`config.mk`:
```
export PLATFORM = sky130hd
export DESIGN_NAME = aurora_tx_arbiter
export DESIGN_NICKNAME = d
export VERILOG_FILES = /design/src/rtl/aurora_pkg.sv /design/src/rtl/aurora_tx_arbiter.sv
export SDC_FILE = /design/constraint.sdc
export NUM_CORES = 1
export LEC_CHECK = 0
export CAP_MARGIN = 10
export CORE_MARGIN = 2
export CORE_UTILIZATION = 58
export CTS_CLUSTER_SIZE = 30
export DETAILED_ROUTE_END_ITERATION = 8
export DONT_BUFFER_PORTS = 1
export PLACE_DENSITY_LB_ADDON = 0.1
export SETUP_SLACK_MARGIN = 0.02
export SYNTH_ARGS = -nofsm -noshare
export SYNTH_HDL_FRONTEND = slang
export SYNTH_SLANG_ARGS = --single-unit
```
`constraint.sdc`:
```
create_clock -name i_user_clk -period 3.8 [get_ports i_user_clk]
set_clock_uncertainty 0.05 [all_clocks]
set_input_delay 0.38 -clock i_user_clk [delete_from_list [all_inputs] [get_ports i_user_clk]]
set_output_delay 0.38 -clock i_user_clk [all_outputs]
set_load 0.02 [all_outputs]
```
`src/rtl/aurora_pkg.sv`:
```
// -----------------------------------------------------------------------------
// aurora_pkg
//
// Purpose:
//   Shared definitions for the Aurora TX arbiter: the arbiter FSM state
//   encoding and the default TX data / byte-enable widths.
//
// Contents:
//   C_DATA_WIDTH  default TX data width in bits (32)
//   C_KEEP_WIDTH  default byte-enable width (C_DATA_WIDTH/8 = 4)
//   state_t       arbiter FSM state encoding
// -----------------------------------------------------------------------------
package aurora_pkg;

    localparam int C_DATA_WIDTH = 32;
    localparam int C_KEEP_WIDTH = C_DATA_WIDTH / 8;

    // ST_FLUSH keeps the owner of the interrupted frame in a separate
    // register, so a single FLUSH state covers both requesters.
    typedef enum logic [1:0] {
        ST_IDLE   = 2'd0,
        ST_GRANT0 = 2'd1,
        ST_GRANT1 = 2'd2,
        ST_FLUSH  = 2'd3
    } state_t;

endpackage : aurora_pkg

```
`src/rtl/aurora_tx_arbiter.sv`:
```
// -----------------------------------------------------------------------------
// aurora_tx_arbiter
//
// Purpose:
//   Frame-level two-way arbiter in front of an Aurora TX AXI-Stream port.
//   A requester is granted for a complete frame (no preemption). Ties in
//   IDLE are broken round-robin. The datapath is a zero-latency mux from
//   the owner to the Aurora core. When the channel goes down mid-frame
//   the rest of the frame is drained and discarded, and o_frame_abort
//   pulses once that frame has been consumed.
//
// Parameters:
//   P_DATA_WIDTH   TX data width in bits, big-endian [0:P_DATA_WIDTH-1]
//   P_KEEP_WIDTH   byte-enable width, P_DATA_WIDTH/8
//
// Ports:
//   i_user_clk          in   Aurora user clock, all logic on rising edge
//   i_rst_n             in   asynchronous active-low reset
//   i_channel_up        in   Aurora channel_up (i_user_clk domain)
//   s0_axi_tx_*         in   requester 0 AXI-Stream frame input
//   s0_axi_tx_tready    out  requester 0 ready
//   s1_axi_tx_*         in   requester 1 AXI-Stream frame input
//   s1_axi_tx_tready    out  requester 1 ready
//   m_axi_tx_*          out  AXI-Stream towards the Aurora core TX
//   m_axi_tx_tready     in   Aurora core TX ready
//   o_grant             out  one-hot current owner (bit0 s0, bit1 s1), 0 idle
//   o_frame_abort       out  one-cycle pulse when a flushed frame completes
//   o_frame_cnt0/1      out  frames fully delivered per requester (wraps)
// -----------------------------------------------------------------------------
module aurora_tx_arbiter
    import aurora_pkg::*;
#(
    parameter int P_DATA_WIDTH = C_DATA_WIDTH,
    parameter int P_KEEP_WIDTH = C_KEEP_WIDTH
) (
    input  logic                    i_user_clk,
    input  logic                    i_rst_n,
    input  logic                    i_channel_up,

    input  logic [0:P_DATA_WIDTH-1] s0_axi_tx_tdata,
    input  logic [0:P_KEEP_WIDTH-1] s0_axi_tx_tkeep,
    input  logic                    s0_axi_tx_tlast,
    input  logic                    s0_axi_tx_tvalid,
    output logic                    s0_axi_tx_tready,

    input  logic [0:P_DATA_WIDTH-1] s1_axi_tx_tdata,
    input  logic [0:P_KEEP_WIDTH-1] s1_axi_tx_tkeep,
    input  logic                    s1_axi_tx_tlast,
    input  logic                    s1_axi_tx_tvalid,
    output logic                    s1_axi_tx_tready,

    output logic [0:P_DATA_WIDTH-1] m_axi_tx_tdata,
    output logic [0:P_KEEP_WIDTH-1] m_axi_tx_tkeep,
    output logic                    m_axi_tx_tlast,
    output logic                    m_axi_tx_tvalid,
    input  logic                    m_axi_tx_tready,

    output logic [1:0]              o_grant,
    output logic                    o_frame_abort,
    output logic [15:0]             o_frame_cnt0,
    output logic [15:0]             o_frame_cnt1
);

    // -------------------------------------------------------------------------
    // State
    // -------------------------------------------------------------------------
    state_t      r_state;
    logic        r_owner;        // 0 = s0, 1 = s1; meaningful in GRANT/FLUSH
    logic        r_rr_last;      // requester served last; reset 1 so s0 wins first
    logic [1:0]  r_grant;
    logic        r_frame_abort;
    logic [15:0] r_frame_cnt0;
    logic [15:0] r_frame_cnt1;

    logic        w_hs0;          // s0 beat accepted this cycle
    logic        w_hs1;          // s1 beat accepted this cycle
    logic        w_owner_hs;     // owner beat accepted this cycle
    logic        w_owner_last;   // owner's current beat is end of frame
    logic        w_req_any;      // at least one requester pending
    logic        w_pick1;        // IDLE arbitration picks s1

    // -------------------------------------------------------------------------
    // Datapath mux and ready steering
    //
    // In GRANTn the owner is wired straight through. tready keeps mirroring
    // the core even in the cycle the channel drops; the valid towards the
    // core is masked in that same cycle, so a beat accepted then is either
    // the final beat of the frame (counted as delivered) or the first
    // beat of the flush.
    // -------------------------------------------------------------------------
    always_comb begin
        s0_axi_tx_tready = 1'b0;
        s1_axi_tx_tready = 1'b0;
        m_axi_tx_tdata   = '0;
        m_axi_tx_tkeep   = '0;
        m_axi_tx_tlast   = 1'b0;
        m_axi_tx_tvalid  = 1'b0;

        unique case (r_state)
            ST_GRANT0: begin
                m_axi_tx_tdata   = s0_axi_tx_tdata;
                m_axi_tx_tkeep   = s0_axi_tx_tkeep;
                m_axi_tx_tlast   = s0_axi_tx_tlast;
                m_axi_tx_tvalid  = s0_axi_tx_tvalid & i_channel_up;
                s0_axi_tx_tready = m_axi_tx_tready;
            end
            ST_GRANT1: begin
                m_axi_tx_tdata   = s1_axi_tx_tdata;
                m_axi_tx_tkeep   = s1_axi_tx_tkeep;
                m_axi_tx_tlast   = s1_axi_tx_tlast;
                m_axi_tx_tvalid  = s1_axi_tx_tvalid & i_channel_up;
                s1_axi_tx_tready = m_axi_tx_tready;
            end
            ST_FLUSH: begin
                // Drain the owner unconditionally; nothing reaches the core.
                s0_axi_tx_tready = ~r_owner;
                s1_axi_tx_tready = r_owner;
            end
            default: begin
                // IDLE: everything held off.
            end
        endcase
    end

    assign w_hs0        = s0_axi_tx_tvalid & s0_axi_tx_tready;
    assign w_hs1        = s1_axi_tx_tvalid & s1_axi_tx_tready;
    assign w_owner_hs   = r_owner ? w_hs1 : w_hs0;
    assign w_owner_last = r_owner ? s1_axi_tx_tlast : s0_axi_tx_tlast;

    // Round-robin between two requesters: s1 wins when it is the only one
    // asking, or when both ask and s0 was the last one served.
    assign w_req_any = s0_axi_tx_tvalid | s1_axi_tx_tvalid;
    assign w_pick1   = s1_axi_tx_tvalid & (~s0_axi_tx_tvalid | ~r_rr_last);

    // -------------------------------------------------------------------------
    // Arbiter FSM with registered grant, abort pulse and frame counters
    // -------------------------------------------------------------------------
    always_ff @(posedge i_user_clk or negedge i_rst_n) begin
        if (!i_rst_n) begin
            r_state       <= ST_IDLE;
            r_owner       <= 1'b0;
            r_rr_last     <= 1'b1;
            r_grant       <= 2'b00;
            r_frame_abort <= 1'b0;
            r_frame_cnt0  <= 16'd0;
            r_frame_cnt1  <= 16'd0;
        end else begin
            r_frame_abort <= 1'b0;

            unique case (r_state)
                ST_IDLE: begin
                    // No new grant while the link is down; requesters wait.
                    if (i_channel_up && w_req_any) begin
                        if (w_pick1) begin
                            r_state <= ST_GRANT1;
                            r_owner <= 1'b1;
                            r_grant <= 2'b10;
                        end else begin
                            r_state <= ST_GRANT0;
                            r_owner <= 1'b0;
                            r_grant <= 2'b01;
                        end
                    end
                end

                ST_GRANT0: begin
                    // End of frame wins over a simultaneous channel drop.
                    if (w_hs0 && s0_axi_tx_tlast) begin
                        r_state      <= ST_IDLE;
                        r_grant      <= 2'b00;
                        r_rr_last    <= 1'b0;
                        r_frame_cnt0 <= r_frame_cnt0 + 16'd1;
                    end else if (!i_channel_up) begin
                        r_state <= ST_FLUSH;
                    end
                end

                ST_GRANT1: begin
                    if (w_hs1 && s1_axi_tx_tlast) begin
                        r_state      <= ST_IDLE;
                        r_grant      <= 2'b00;
                        r_rr_last    <= 1'b1;
                        r_frame_cnt1 <= r_frame_cnt1 + 16'd1;
                    end else if (!i_channel_up) begin
                        r_state <= ST_FLUSH;
                    end
                end

                ST_FLUSH: begin
                    // Grant stays with the owner until its frame is consumed.
                    if (w_owner_hs && w_owner_last) begin
                        r_state       <= ST_IDLE;
                        r_grant       <= 2'b00;
                        r_rr_last     <= r_owner;
                        r_frame_abort <= 1'b1;
                    end
                end

                default: begin
                    r_state <= ST_IDLE;
                    r_grant <= 2'b00;
                end
            endcase
        end
    end

    assign o_grant       = r_grant;
    assign o_frame_abort = r_frame_abort;
    assign o_frame_cnt0  = r_frame_cnt0;
    assign o_frame_cnt1  = r_frame_cnt1;

endmodule : aurora_tx_arbiter

```
==> summary.md <==
| Metric | Value |
|---|---|
| Clk slew on worst S/H paths | ~0.080 ns |
| Vias in the first global route | 1851 |
| Synth unique cells | slightly above 40 |
| Worst skew pair latency | 0.29 ns |
| Max-cap violations | 0 |
| Worst relative slew slack | 49.1% |
| Row count | 23 |
| VDD IR max | 0.000480 V |
| Ports | 155 |
| Pleak | ~1.1 nW |
| Routed wire length | a little over 6000 µm |
| Placer congestion estimate | between 0.7 and 0.8 |
| Total clock sinks | 39 |
| RSZ-0062 raised after global routing | no |
| Syn_area_per_cell | 9.45 µm² |
| CTS tree | built |
| Post-Synthesis Cells | 265 |
| Root Driver | clkbuf_8 |
| Syn Std Cell Area | 0.00250 mm² |
| DRC errors left | 0 |
| P per Cell Area | between 700 and 800 mW/mm² |
| ANT cells | 0 |
| H-tree levels | 2 |
| Hold Crit Class | in2reg |
| Drt first-iter violations | 118 |
| Setup TNS | 0 ns |
| Fin cells | ~310 |
| Post-Syn Nets | 353 |
| Via density | 6.38 |
| Port Buffers | 0 |
| Clock period minus worst slack | 2.78 ns |
| Die ar. | 0.00486 mm² |
| Detailed Place HPWL | 4730 µm |
| Crit path max-delay cell type | ha_1 |
| Maximum root-to-sink buffer count | 2 |
| CP startpoint kind | flop |
| Setup violations, final | 0 |
| DRT Pass-1 Iters | 4 |
| Starting Density | roughly three fifths |
| Wire per inst | ~20 µm |
| Warnings from Yosys | 0 |
| DR vias | 1989 |
| FF-to-FF setup slack | 1.27 ns |
| Final hold violation count | 0 |
| Chip height | 69.7 µm |
| Placeable Area | 0.00409 mm² |
| Initial antenna violation count | 0 |
| Post-synth EDFFs | 0 |
| Cells after DPL | 302 |
| Sequential area share after synthesis | 39.0% |
| Antenna Violating Nets Remaining | 0 |
| Bufs and invs on worst path | 2 |
| Largest net degree at the start of global routing | 44 |
| FF+latch count, synth | 39 |
| P&R area growth vs syn | 6.34% |
| WP data arrival | ~2.4 ns |
| Critical path, cell by cell | inv_1 -> ha_1 -> buf_4 -> a22oi_1 -> nor2b_1 |
| Overflow after GRT | 0 |
| Worst-path fanout max | 21 |
| First-pass GRT wire length | 9670 µm |
| Final Slew Violations | 0 |
| WS Path Type | reg2out |
| Max stage delay on crit path | 0.61 ns |
| F_max | 360 MHz |
| Postcts setup bufs | 0 |
| Top_reg_cell synth | dfrtp_1 |
| Status | finished clean |
| Critical Path RT | 3.37 ns |
| Post-layout util | between 60% and 70% |
| Num CTS Buffers | 5 |
| Worst-margin pin slew | roughly 0.76 ns |
| Placed cell area | approximately 0.0025 mm² |
| Design area | 0.00266 mm² |
| Family with the most delay on the worst path | adder cells |
| Period utilization | 73.2% |
| Crit end category | primary output |
| GRT Util Overall | 25.2% |
| Fraction of layout cells with a size suffix above 1 | 8.02% |
| Die X | 69.7 µm |
| Asr flop ratio synth | 100% |
| Final nets | approximately 350 |
## power by group
group          internal (W)  switching (W)
registers          0.000469       0.000109
logic              0.000388       0.000707
clock network      0.000212       0.000145
## state kept, by name, summed over array words and instances, names as in the netlist
signal,count
r_owner,1
r_rr_last,1
o_frame_abort,1
r_state,2
o_frame_cnt0,16
o_grant,2
o_frame_cnt1,16
## final timing paths
| check | start | to | cells after the start |
|---|---|---|---|
| worst max-delay path | r_state[0]$_DFFE_PN0P_ | m_axi_tx_tdata[17] | 5 |
| worst min-delay path | s0_axi_tx_tvalid | r_owner$_DFFE_PN0P_ | 1 |
| worst max register to register | r_state[0]$_DFFE_PN0P_ | o_frame_cnt1[9]$_DFFE_PN0P_ | 6 |
| worst min register to register | r_rr_last$_DFFE_PN1P_ | r_rr_last$_DFFE_PN1P_ | 2 |
| max in group asynchronous | i_rst_n | r_rr_last$_DFFE_PN1P_ | 2 |
| min in group asynchronous | i_rst_n | o_frame_cnt0[6]$_DFFE_PN0P_ | 2 |
## area by class of cell
type	count	area, µm²
clock buffer	6	82.6
fill	320	1420
tap	50	62.6
timing repair buffer	4	45.0
inverter	3	11.3
multi-input combinational	208	1450
sequential	39	977
clock inverter	2	35.0
## placed cells by master (no fill, tap or decap), drive strengths merged, types with 2 or more instances in the layout
cell	Yosys	routed
xnor2	26	26
a21oi	6	6
dfrtp	38	38
clkbuf	8	6
and3	4	4
and4	5	5
nor2b	39	39
inv	3	3
nor2	7	7
mux2i	2	2
o21ai	6	6
o211ai	3	3
buf	7	3
xor2	4	4
a22oi	37	37
and2	3	3
nand2	24	24
nand4	7	7
mux2	3	3
ha	8	8
nand3	12	12
## kinds of logic (layout without fill, tap and decap cells)
| kind of cell | Yosys count | count (layout) | share of synthesized area (%) |
|---|---|---|---|
| AO/OA/AOI/OAI | 61 | 61 | 17.7 |
| XOR/XNOR | 30 | 30 | 10.5 |
| adder cells (fa/ha/maj) | 8 | 8 | 4.00 |
| buffers and inverters | 18 | 15 | 3.10 |
| flip-flops | 39 | 39 | 39.0 |
| multiplexers | 5 | 5 | 2.15 |
| AND/OR/NAND/NOR | 104 | 104 | 23.6 |
## per-stage QoR
stage / total power, W / setup slack (ns) / hold WS (ns)
after floorplan: 0.00153 / 1.63 / 0.0344
after global placement: 0.00165 / 1.35 / 0.0351
after detailed placement: 0.00166 / 1.28 / 0.0352
after CTS: 0.00204 / 1.02 / 0.106
after global routing: 0.00218 / 0.834 / 0.108
final: 0.00203 / 1.02 / 0.116
## timing repair
item / in CTS / in global routing
hold buffers: 2 / 0
setup endpoints to repair: 0 / 0
resized for setup: 0 / 0
endpoints found under the hold margin: 39 / 0
## per-layer routing
| metal | wire length [µm] | part of all wire [%] | GRT usage, % |
|---|---|---|---|
| met3 | 554 | 9.1 | 9.74 |
| met4 | 93 | 1.5 | 8.12 |
| met5 | 0 | 0 | 0 |
| met1 | 2500 | 41 | 32.2 |
| met2 | 2940 | 48 | 39.3 |
## cells in the mapped netlist, types with 2 or more instances
cell / n / area [µm²]
o21ai_0: 5 / 25.0
a21oi_1: 5 / 25.0
a22oi_1: 37 / 278
and2_1: 3 / 18.8
and3_1: 4 / 25.0
nor2b_1: 38 / 238
inv_1: 3 / 11.3
nand3_1: 12 / 60.1
clkbuf_1: 8 / 30.0
buf_2: 2 / 10.0
buf_1: 4 / 15.0
xnor2_1: 26 / 228
nor2_1: 7 / 26.3
xor2_1: 4 / 35.0
ha_1: 8 / 100
mux2_2: 2 / 22.5
nand4_1: 7 / 43.8
nand2_1: 23 / 86.3
o211ai_1: 3 / 22.5
and4_1: 5 / 43.8
dfrtp_1: 38 / 951
mux2i_1: 2 / 20.0
No activity file was read; power rests on OpenSTA's default activity.
